### config.mk
export PLATFORM = sky130hd
export DESIGN_NAME = if_stage_flat
export DESIGN_NICKNAME = d
export VERILOG_FILES = /design/src/rtl/if_stage_if.sv /design/src/rtl/if_stage.sv /design/src/flat_wrapper.sv
export SDC_FILE = /design/constraint.sdc
export NUM_CORES = 1
export LEC_CHECK = 0
export ABC_AREA = 1
export BUFFER_PORTS_ARGS = -buffer_cell sky130_fd_sc_hd__buf_4
export CORE_ASPECT_RATIO = 0.9
export CORE_MARGIN = 8
export CORE_UTILIZATION = 45
export CTS_CLUSTER_SIZE = 30
export DETAILED_ROUTE_END_ITERATION = 8
export PLACE_DENSITY = 0.72
export SYNTH_ARGS = -nofsm -noshare
export SYNTH_HDL_FRONTEND = slang
export SYNTH_SLANG_ARGS = --single-unit
export TNS_END_PERCENT = 50
### constraint.sdc
create_clock -name clk -period 2 [get_ports clk]
set_clock_uncertainty 0.15 [all_clocks]
set_input_delay 0.1 -clock clk [delete_from_list [all_inputs] [get_ports clk]]
set_output_delay 0.1 -clock clk [all_outputs]
set_load 0.05 [all_outputs]
### src/rtl/if_stage_if.sv
`default_nettype none
// +----------------------------------------------------------------------------+
// | Module   : if_stage_if                                                     |
// | Desc     : Hazard/redirect, instruction-memory and IF/ID signals of the    |
// |            instruction-fetch stage, bundled with master/slave views.       |
// | Revision : 1.0  initial release                                            |
// +----------------------------------------------------------------------------+
interface if_stage_if #(
  parameter int DATA_WIDTH = 16,
  parameter int ADDR_WIDTH = 8,
  parameter int CNT_WIDTH  = 16
);
  logic                  stall_IF_ID_i;
  logic                  flush_IF_ID_i;
  logic                  Jump_i;
  logic [ADDR_WIDTH-1:0] jumpAddr_i;
  logic                  PCSrcE_i;
  logic [ADDR_WIDTH-1:0] branchTarget_i;
  logic                  Stop_i;
  logic [ADDR_WIDTH-1:0] instruction_mem_addr_o;
  logic [DATA_WIDTH-1:0] instruction_mem_rD_i;
  logic [ADDR_WIDTH-1:0] PCD_o;
  logic [DATA_WIDTH-1:0] instrD_o;
  logic                  validD_o;
  logic                  halted_o;
  logic [CNT_WIDTH-1:0]  fetch_count_o;

  // The fetch stage is the master: it owns the IM address and the IF/ID outputs.
  modport master (
    input  stall_IF_ID_i, flush_IF_ID_i, Jump_i, jumpAddr_i, PCSrcE_i,
           branchTarget_i, Stop_i, instruction_mem_rD_i,
    output instruction_mem_addr_o, PCD_o, instrD_o, validD_o, halted_o,
           fetch_count_o
  );

  modport slave (
    output stall_IF_ID_i, flush_IF_ID_i, Jump_i, jumpAddr_i, PCSrcE_i,
           branchTarget_i, Stop_i, instruction_mem_rD_i,
    input  instruction_mem_addr_o, PCD_o, instrD_o, validD_o, halted_o,
           fetch_count_o
  );
endinterface
`default_nettype wire

### src/rtl/if_stage.sv
`default_nettype none
// +----------------------------------------------------------------------------+
// | Module   : if_stage                                                        |
// | Desc     : Instruction-fetch stage: PC, IM address, IF/ID register,        |
// |            branch/jump redirects, stall/flush and Stop drain-and-halt.     |
// | Revision : 1.0  initial release                                            |
// +----------------------------------------------------------------------------+
module if_stage #(
  parameter int                    DATA_WIDTH   = 16,
  parameter int                    ADDR_WIDTH   = 8,
  parameter logic [ADDR_WIDTH-1:0] RESET_PC     = '0,
  parameter logic [DATA_WIDTH-1:0] NOP_INSTR    = 16'h0000,
  parameter int                    DRAIN_CYCLES = 3,
  parameter int                    CNT_WIDTH    = 16
) (
  input  wire       clk,
  input  wire       rst,
  if_stage_if.master bus
);

  localparam int                 c_DCW      = (DRAIN_CYCLES > 1) ? $clog2(DRAIN_CYCLES) : 1;
  localparam logic [c_DCW-1:0]   c_DRAIN_LAST = c_DCW'(DRAIN_CYCLES - 1);
  localparam logic [c_DCW-1:0]   c_DCNT_ONE   = c_DCW'(1);
  localparam logic [ADDR_WIDTH-1:0] c_PC_ONE  = ADDR_WIDTH'(1);
  localparam logic [CNT_WIDTH-1:0]  c_CNT_ONE = CNT_WIDTH'(1);

  typedef enum logic [1:0] {
    S_RUN    = 2'd0,
    S_DRAIN  = 2'd1,
    S_HALTED = 2'd2
  } state_t;

  state_t                r_state;
  logic [c_DCW-1:0]      r_drain_cnt;
  logic [ADDR_WIDTH-1:0] r_pc;
  logic [ADDR_WIDTH-1:0] r_pcd;
  logic [DATA_WIDTH-1:0] r_instrd;
  logic                  r_validd;
  logic                  r_halted;
  logic [CNT_WIDTH-1:0]  r_fetch_count;

  logic [ADDR_WIDTH-1:0] w_pc_inc;

  // PC+1 wraps naturally at the address width.
  assign w_pc_inc = r_pc + c_PC_ONE;

  always_ff @(posedge clk) begin
    if (rst) begin
      r_state       <= S_RUN;
      r_drain_cnt   <= '0;
      r_pc          <= RESET_PC;
      r_pcd         <= '0;
      r_instrd      <= NOP_INSTR;
      r_validd      <= 1'b0;
      r_halted      <= 1'b0;
      r_fetch_count <= '0;
    end else begin
      case (r_state)
        S_RUN: begin
          if (bus.PCSrcE_i) begin
            r_pc     <= bus.branchTarget_i;
            r_pcd    <= '0;
            r_instrd <= NOP_INSTR;
            r_validd <= 1'b0;
          end else if (bus.stall_IF_ID_i) begin
            r_pc <= r_pc;
          end else if (bus.Stop_i) begin
            // Accept Stop: freeze PC and let the younger stages drain.
            r_state     <= S_DRAIN;
            r_drain_cnt <= '0;
            r_pcd       <= '0;
            r_instrd    <= NOP_INSTR;
            r_validd    <= 1'b0;
          end else if (bus.Jump_i) begin
            r_pc     <= bus.jumpAddr_i;
            r_pcd    <= '0;
            r_instrd <= NOP_INSTR;
            r_validd <= 1'b0;
          end else if (bus.flush_IF_ID_i) begin
            r_pc     <= w_pc_inc;
            r_pcd    <= '0;
            r_instrd <= NOP_INSTR;
            r_validd <= 1'b0;
          end else begin
            r_pc     <= w_pc_inc;
            r_pcd    <= r_pc;
            r_instrd <= bus.instruction_mem_rD_i;
            r_validd <= 1'b1;
            if (r_fetch_count != {CNT_WIDTH{1'b1}}) begin
              r_fetch_count <= r_fetch_count + c_CNT_ONE;
            end
          end
        end
        S_DRAIN: begin
          r_pcd    <= '0;
          r_instrd <= NOP_INSTR;
          r_validd <= 1'b0;
          if (r_drain_cnt == c_DRAIN_LAST) begin
            r_state  <= S_HALTED;
            r_halted <= 1'b1;
          end else begin
            r_drain_cnt <= r_drain_cnt + c_DCNT_ONE;
          end
        end
        default: begin
          r_state  <= S_HALTED;
          r_pcd    <= '0;
          r_instrd <= NOP_INSTR;
          r_validd <= 1'b0;
          r_halted <= 1'b1;
        end
      endcase
    end
  end

  assign bus.instruction_mem_addr_o = r_pc;
  assign bus.PCD_o                  = r_pcd;
  assign bus.instrD_o               = r_instrd;
  assign bus.validD_o               = r_validd;
  assign bus.halted_o               = r_halted;
  assign bus.fetch_count_o          = r_fetch_count;

endmodule
`default_nettype wire

### src/flat_wrapper.sv
// flat-port wrapper written by rule: the top's interface ports become plain ports
module if_stage_flat 
#(
  parameter int                    DATA_WIDTH   = 16,
  parameter int                    ADDR_WIDTH   = 8,
  parameter logic [ADDR_WIDTH-1:0] RESET_PC     = '0,
  parameter logic [DATA_WIDTH-1:0] NOP_INSTR    = 16'h0000,
  parameter int                    DRAIN_CYCLES = 3,
  parameter int                    CNT_WIDTH    = 16
)
  (clk, rst, bus_stall_IF_ID_i, bus_flush_IF_ID_i, bus_Jump_i, bus_jumpAddr_i, bus_PCSrcE_i, bus_branchTarget_i, bus_Stop_i, bus_instruction_mem_rD_i, bus_instruction_mem_addr_o, bus_PCD_o, bus_instrD_o, bus_validD_o, bus_halted_o, bus_fetch_count_o);
  if_stage_if #(.DATA_WIDTH(DATA_WIDTH), .ADDR_WIDTH(ADDR_WIDTH), .CNT_WIDTH(CNT_WIDTH)) bus_i ();
  input  wire clk;
  input  wire rst;
  input wire logic [$bits(bus_i.stall_IF_ID_i)-1:0] bus_stall_IF_ID_i;
  input wire logic [$bits(bus_i.flush_IF_ID_i)-1:0] bus_flush_IF_ID_i;
  input wire logic [$bits(bus_i.Jump_i)-1:0] bus_Jump_i;
  input wire logic [$bits(bus_i.jumpAddr_i)-1:0] bus_jumpAddr_i;
  input wire logic [$bits(bus_i.PCSrcE_i)-1:0] bus_PCSrcE_i;
  input wire logic [$bits(bus_i.branchTarget_i)-1:0] bus_branchTarget_i;
  input wire logic [$bits(bus_i.Stop_i)-1:0] bus_Stop_i;
  input wire logic [$bits(bus_i.instruction_mem_rD_i)-1:0] bus_instruction_mem_rD_i;
  output wire logic [$bits(bus_i.instruction_mem_addr_o)-1:0] bus_instruction_mem_addr_o;
  output wire logic [$bits(bus_i.PCD_o)-1:0] bus_PCD_o;
  output wire logic [$bits(bus_i.instrD_o)-1:0] bus_instrD_o;
  output wire logic [$bits(bus_i.validD_o)-1:0] bus_validD_o;
  output wire logic [$bits(bus_i.halted_o)-1:0] bus_halted_o;
  output wire logic [$bits(bus_i.fetch_count_o)-1:0] bus_fetch_count_o;
  assign bus_i.stall_IF_ID_i = bus_stall_IF_ID_i;
  assign bus_i.flush_IF_ID_i = bus_flush_IF_ID_i;
  assign bus_i.Jump_i = bus_Jump_i;
  assign bus_i.jumpAddr_i = bus_jumpAddr_i;
  assign bus_i.PCSrcE_i = bus_PCSrcE_i;
  assign bus_i.branchTarget_i = bus_branchTarget_i;
  assign bus_i.Stop_i = bus_Stop_i;
  assign bus_i.instruction_mem_rD_i = bus_instruction_mem_rD_i;
  assign bus_instruction_mem_addr_o = bus_i.instruction_mem_addr_o;
  assign bus_PCD_o = bus_i.PCD_o;
  assign bus_instrD_o = bus_i.instrD_o;
  assign bus_validD_o = bus_i.validD_o;
  assign bus_halted_o = bus_i.halted_o;
  assign bus_fetch_count_o = bus_i.fetch_count_o;
  if_stage #(.DATA_WIDTH(DATA_WIDTH), .ADDR_WIDTH(ADDR_WIDTH), .RESET_PC(RESET_PC), .NOP_INSTR(NOP_INSTR), .DRAIN_CYCLES(DRAIN_CYCLES), .CNT_WIDTH(CNT_WIDTH)) u_core (.clk(clk), .rst(rst), .bus(bus_i));
endmodule
==> summary.txt <==
Clock tree
  – H-tree depth: 2
  – Num CTS Buffers: 5
  – CTS tree: built
  – Root Driver: clkbuf_8
  – Clock sink total: 54
  – CTS max path bufs: 2
  – Clock Latency Late Sink: 0.31 ns
  – Clk slew on worst S/H paths: 0.10 ns

Finish
  – Layout cells sized above 1: 29.0%
  – Final #Nets: 544
  – Final instance area: 3840 um2
  – Final std cells w/o fill: 575
  – Ant diodes: 0
  – Synth-to-Final Area Change: 41.4%
  – Final core utilization: 64.3%

STA
  – Setup Viol. Count Final: 0
  – Final worst slack: 0.114 ns
  – Worst-Margin Slew: 0.396 ns
  – Slew Viols, Final: 0
  – Final hold vios: 0
  – Slew headroom: 73.4%
  – Final min period: 1.89 ns
  – Max Fclk: 530 MHz
  – RSZ-0062 raised after global routing: no
  – Setup_tns: 0 ns
  – Tcrit/Tclk final: 94.3%

Drt
  – Routed length per instance: 14.5 um
  – Remaining DRCs: 0
  – Detailed Route WL: 8.37 mm
  – Via-to-Cell Ratio: 5.08
  – Detailed-route via count: 2922
  – First DRT Iteration DRCs: 216
  – ANT nets after route: 0
  – DRT Pass-1 Iters: 4

Floorplan
  – CORE AREA: 5980 um2
  – Starting density of the core: 45.5%
  – IO Pins: 89
  – Die W: 98.0 um
  – Die H: 89.8 um
  – # rows: 27
  – Die area: 8790 um2

Synthesis
  – Syn Std Cell Area: 2720 um2
  – Syn Inst Count: 386
  – Post-synthesis register bit count: 54
  – Seq/Total Area, Yosys: 39.7%
  – Yosys synthesis warning count: 0
  – Syn Nets: 428
  – Netlist cell types: 32
  – Syn Area/Cell: 7.05 um2

Worst setup path
  – Reg2Reg Setup Slack: 0.15 ns
  – Crit. End Element: register
  – Critical path start-end classification: input port to register
  – R2R depth: 7
  – Crit path DAT: 2.00 ns
  – R2r startpoint: u_core.bus.fetch_count_o[0]
  – Req. time, crit path: 2.11 ns
  – Worst reg2reg endpoint: u_core.bus.fetch_count_o[3]
  – Crit start category: input port
  – Critical path peak fanout: 25

Place
  – Place WS: 0.129 ns
  – Port Buf Inserts: 88
  – Placed Instance Area: 3490 um2
  – GPL Wtd Cong: 0.824
  – DPL Wire Length: 6.01 mm
  – Placed cells: 542

Global route
  – Pin count of the biggest net entering global routing: 26
  – Vias in the first global route: 2816
  – GR Overflow Total: 0
  – GRT Util Overall: 19.1%
  – Global-route wire length before repair: 14.0 mm
  – Initial antenna violation count: 0

Hold path
  – WHS Endpoint: u_core.bus.instruction_mem_addr_o[6]
  – HP Class: input port to register
  – Cells on Worst Hold Path: 5
  – Hold Path Origin: bus_jumpAddr_i[6]

Pwr
  – Pwr dens: 550 nW/um2
  – VDD IR max: 0.269 mV
  – LEAKAGE: 0.00159 uW

Job
  – Max Cap Viol: 0

Outcome
  – Status: finished clean
layout by cell type (no fill, tap or decap), types with 2 or more instances in the layout:
cell type,instances
clkbuf_8,5
nand2_1,98
inv_1,23
dfxtp_1,52
ha_1,3
dfxtp_2,2
nor2_2,5
dlygate4sd3_1,20
o211ai_1,2
xor2_1,5
o21ai_0,9
nand3_1,51
a21oi_1,42
nand4_1,3
a21oi_2,10
xnor2_1,5
nand2_2,9
buf_4,104
o21bai_1,2
nor2_1,36
logic make-up (layout without fill, tap and decap cells):
logic type	after synthesis	count (layout)	synth area share [%]
flops	54	54	39.7
compound gates	68	68	14.4
xor+xnor	10	10	3.22
buf+inv	42	158	6.53
fa+ha+maj	3	3	1.38
simple gates	209	210	34.7
flip-flops by register name (all words and copies together), names as in the netlist:
signal	cells
u_core.bus.instruction_mem_addr_o	8
u_core.bus.validD_o	1
u_core.r_drain_cnt	2
u_core.bus.PCD_o	8
u_core.r_state	2
u_core.bus.instrD_o	16
u_core.bus.halted_o	1
u_core.bus.fetch_count_o	16
worst max-delay path, cell delays in order:
cell           delay [ns]
dlygate4sd3_1        0.54
buf_4                0.17
nor2_2               0.14
buf_6                0.22
nand3_1              0.11
a21oi_1              0.14
dlygate4sd3_1        0.56
layout make-up:
| cell class | instances | area [um2] |
|---|---|---|
| Fill cell | 549 | 2130 |
| Multi-Input combinational cell | 291 | 1490 |
| Inverter | 24 | 90.1 |
| Timing Repair Buffer | 126 | 1000 |
| Sequential cell | 54 | 1080 |
| Clock buffer | 5 | 68.8 |
| Clock inverter | 3 | 21.3 |
| Tap cell | 72 | 90.1 |
stage by stage:
step / power, uW / hold slack, ns
finish: 2110 / 0.00673
global route: 2200 / 0.0362
CTS: 2130 / 0.00266
detailed placement: 1470 / 0.210
global placement: 1470 / 0.202
floorplan: 1330 / 0.0984
metal layers:
layer  GRT usage [%]  up-vias  part of all wire [%]
met5               0        -                     0
met4            5.71        0                   1.9
met3            5.47       13                   7.6
met2            30.4       96                    45
met1            24.3     1314                    45
li1                -     1499                     -
report_power, final:
part | switching (uW) | leakage (uW) | internal (uW)
Combinational | 209 | 0.00111 | 153
Clock | 383 | 0.0000441 | 247
Sequential | 25.3 | 0.000438 | 1100
Total | 617 | 0.00159 | 1500
Yosys cell counts:
cell,number,area share [%]
a211oi_1,1,0.28
a21oi_1,42,7.7
a21oi_2,10,3.2
buf_1,1,0.14
buf_12,1,0.74
buf_2,2,0.37
clkbuf_1,13,1.8
clkbuf_2,1,0.18
clkinv_1,1,0.14
dfxtp_1,54,40
ha_1,3,1.4
inv_1,23,3.2
nand2_1,98,14
nand2_2,9,2.1
nand2_4,1,0.41
nand3_1,51,9.4
nand3_2,1,0.37
nand3b_1,1,0.28
nand4_1,3,0.69
nand4_4,1,0.78
nor2_1,38,5.2
nor2_2,3,0.69
nor2_4,1,0.41
nor3_4,1,0.60
o211ai_1,2,0.55
o21a_1,1,0.28
o21ai_0,9,1.7
o21ai_1,1,0.18
o21bai_1,2,0.55
or2_2,1,0.23
xnor2_1,5,1.6
xor2_1,5,1.6
worst max-delay path by stage:
stage,endpoint,slack (ns),from
after global routing,u_core.bus.instrD_o[2],0.02,bus_stall_IF_ID_i
after detailed placement,u_core.bus.fetch_count_o[10],0.13,u_core.bus.fetch_count_o[0]
final,u_core.bus.instrD_o[2],0.11,bus_stall_IF_ID_i
after CTS,u_core.bus.instruction_mem_addr_o[1],0.06,bus_stall_IF_ID_i
after global placement,u_core.bus.fetch_count_o[13],0.24,u_core.bus.fetch_count_o[0]
after floorplan,u_core.bus.fetch_count_o[13],0.04,u_core.bus.fetch_count_o[2]
repair_timing:
action | 4_1_cts | 5_1_grt
resized for setup | 0 | 5
hold endpoints to repair | 22 | 0
endpoints found under the setup margin | 0 | 10
buffers inserted | 0 | 3
hold buffers | 21 | 0
(Power assumes the default switching activity.)
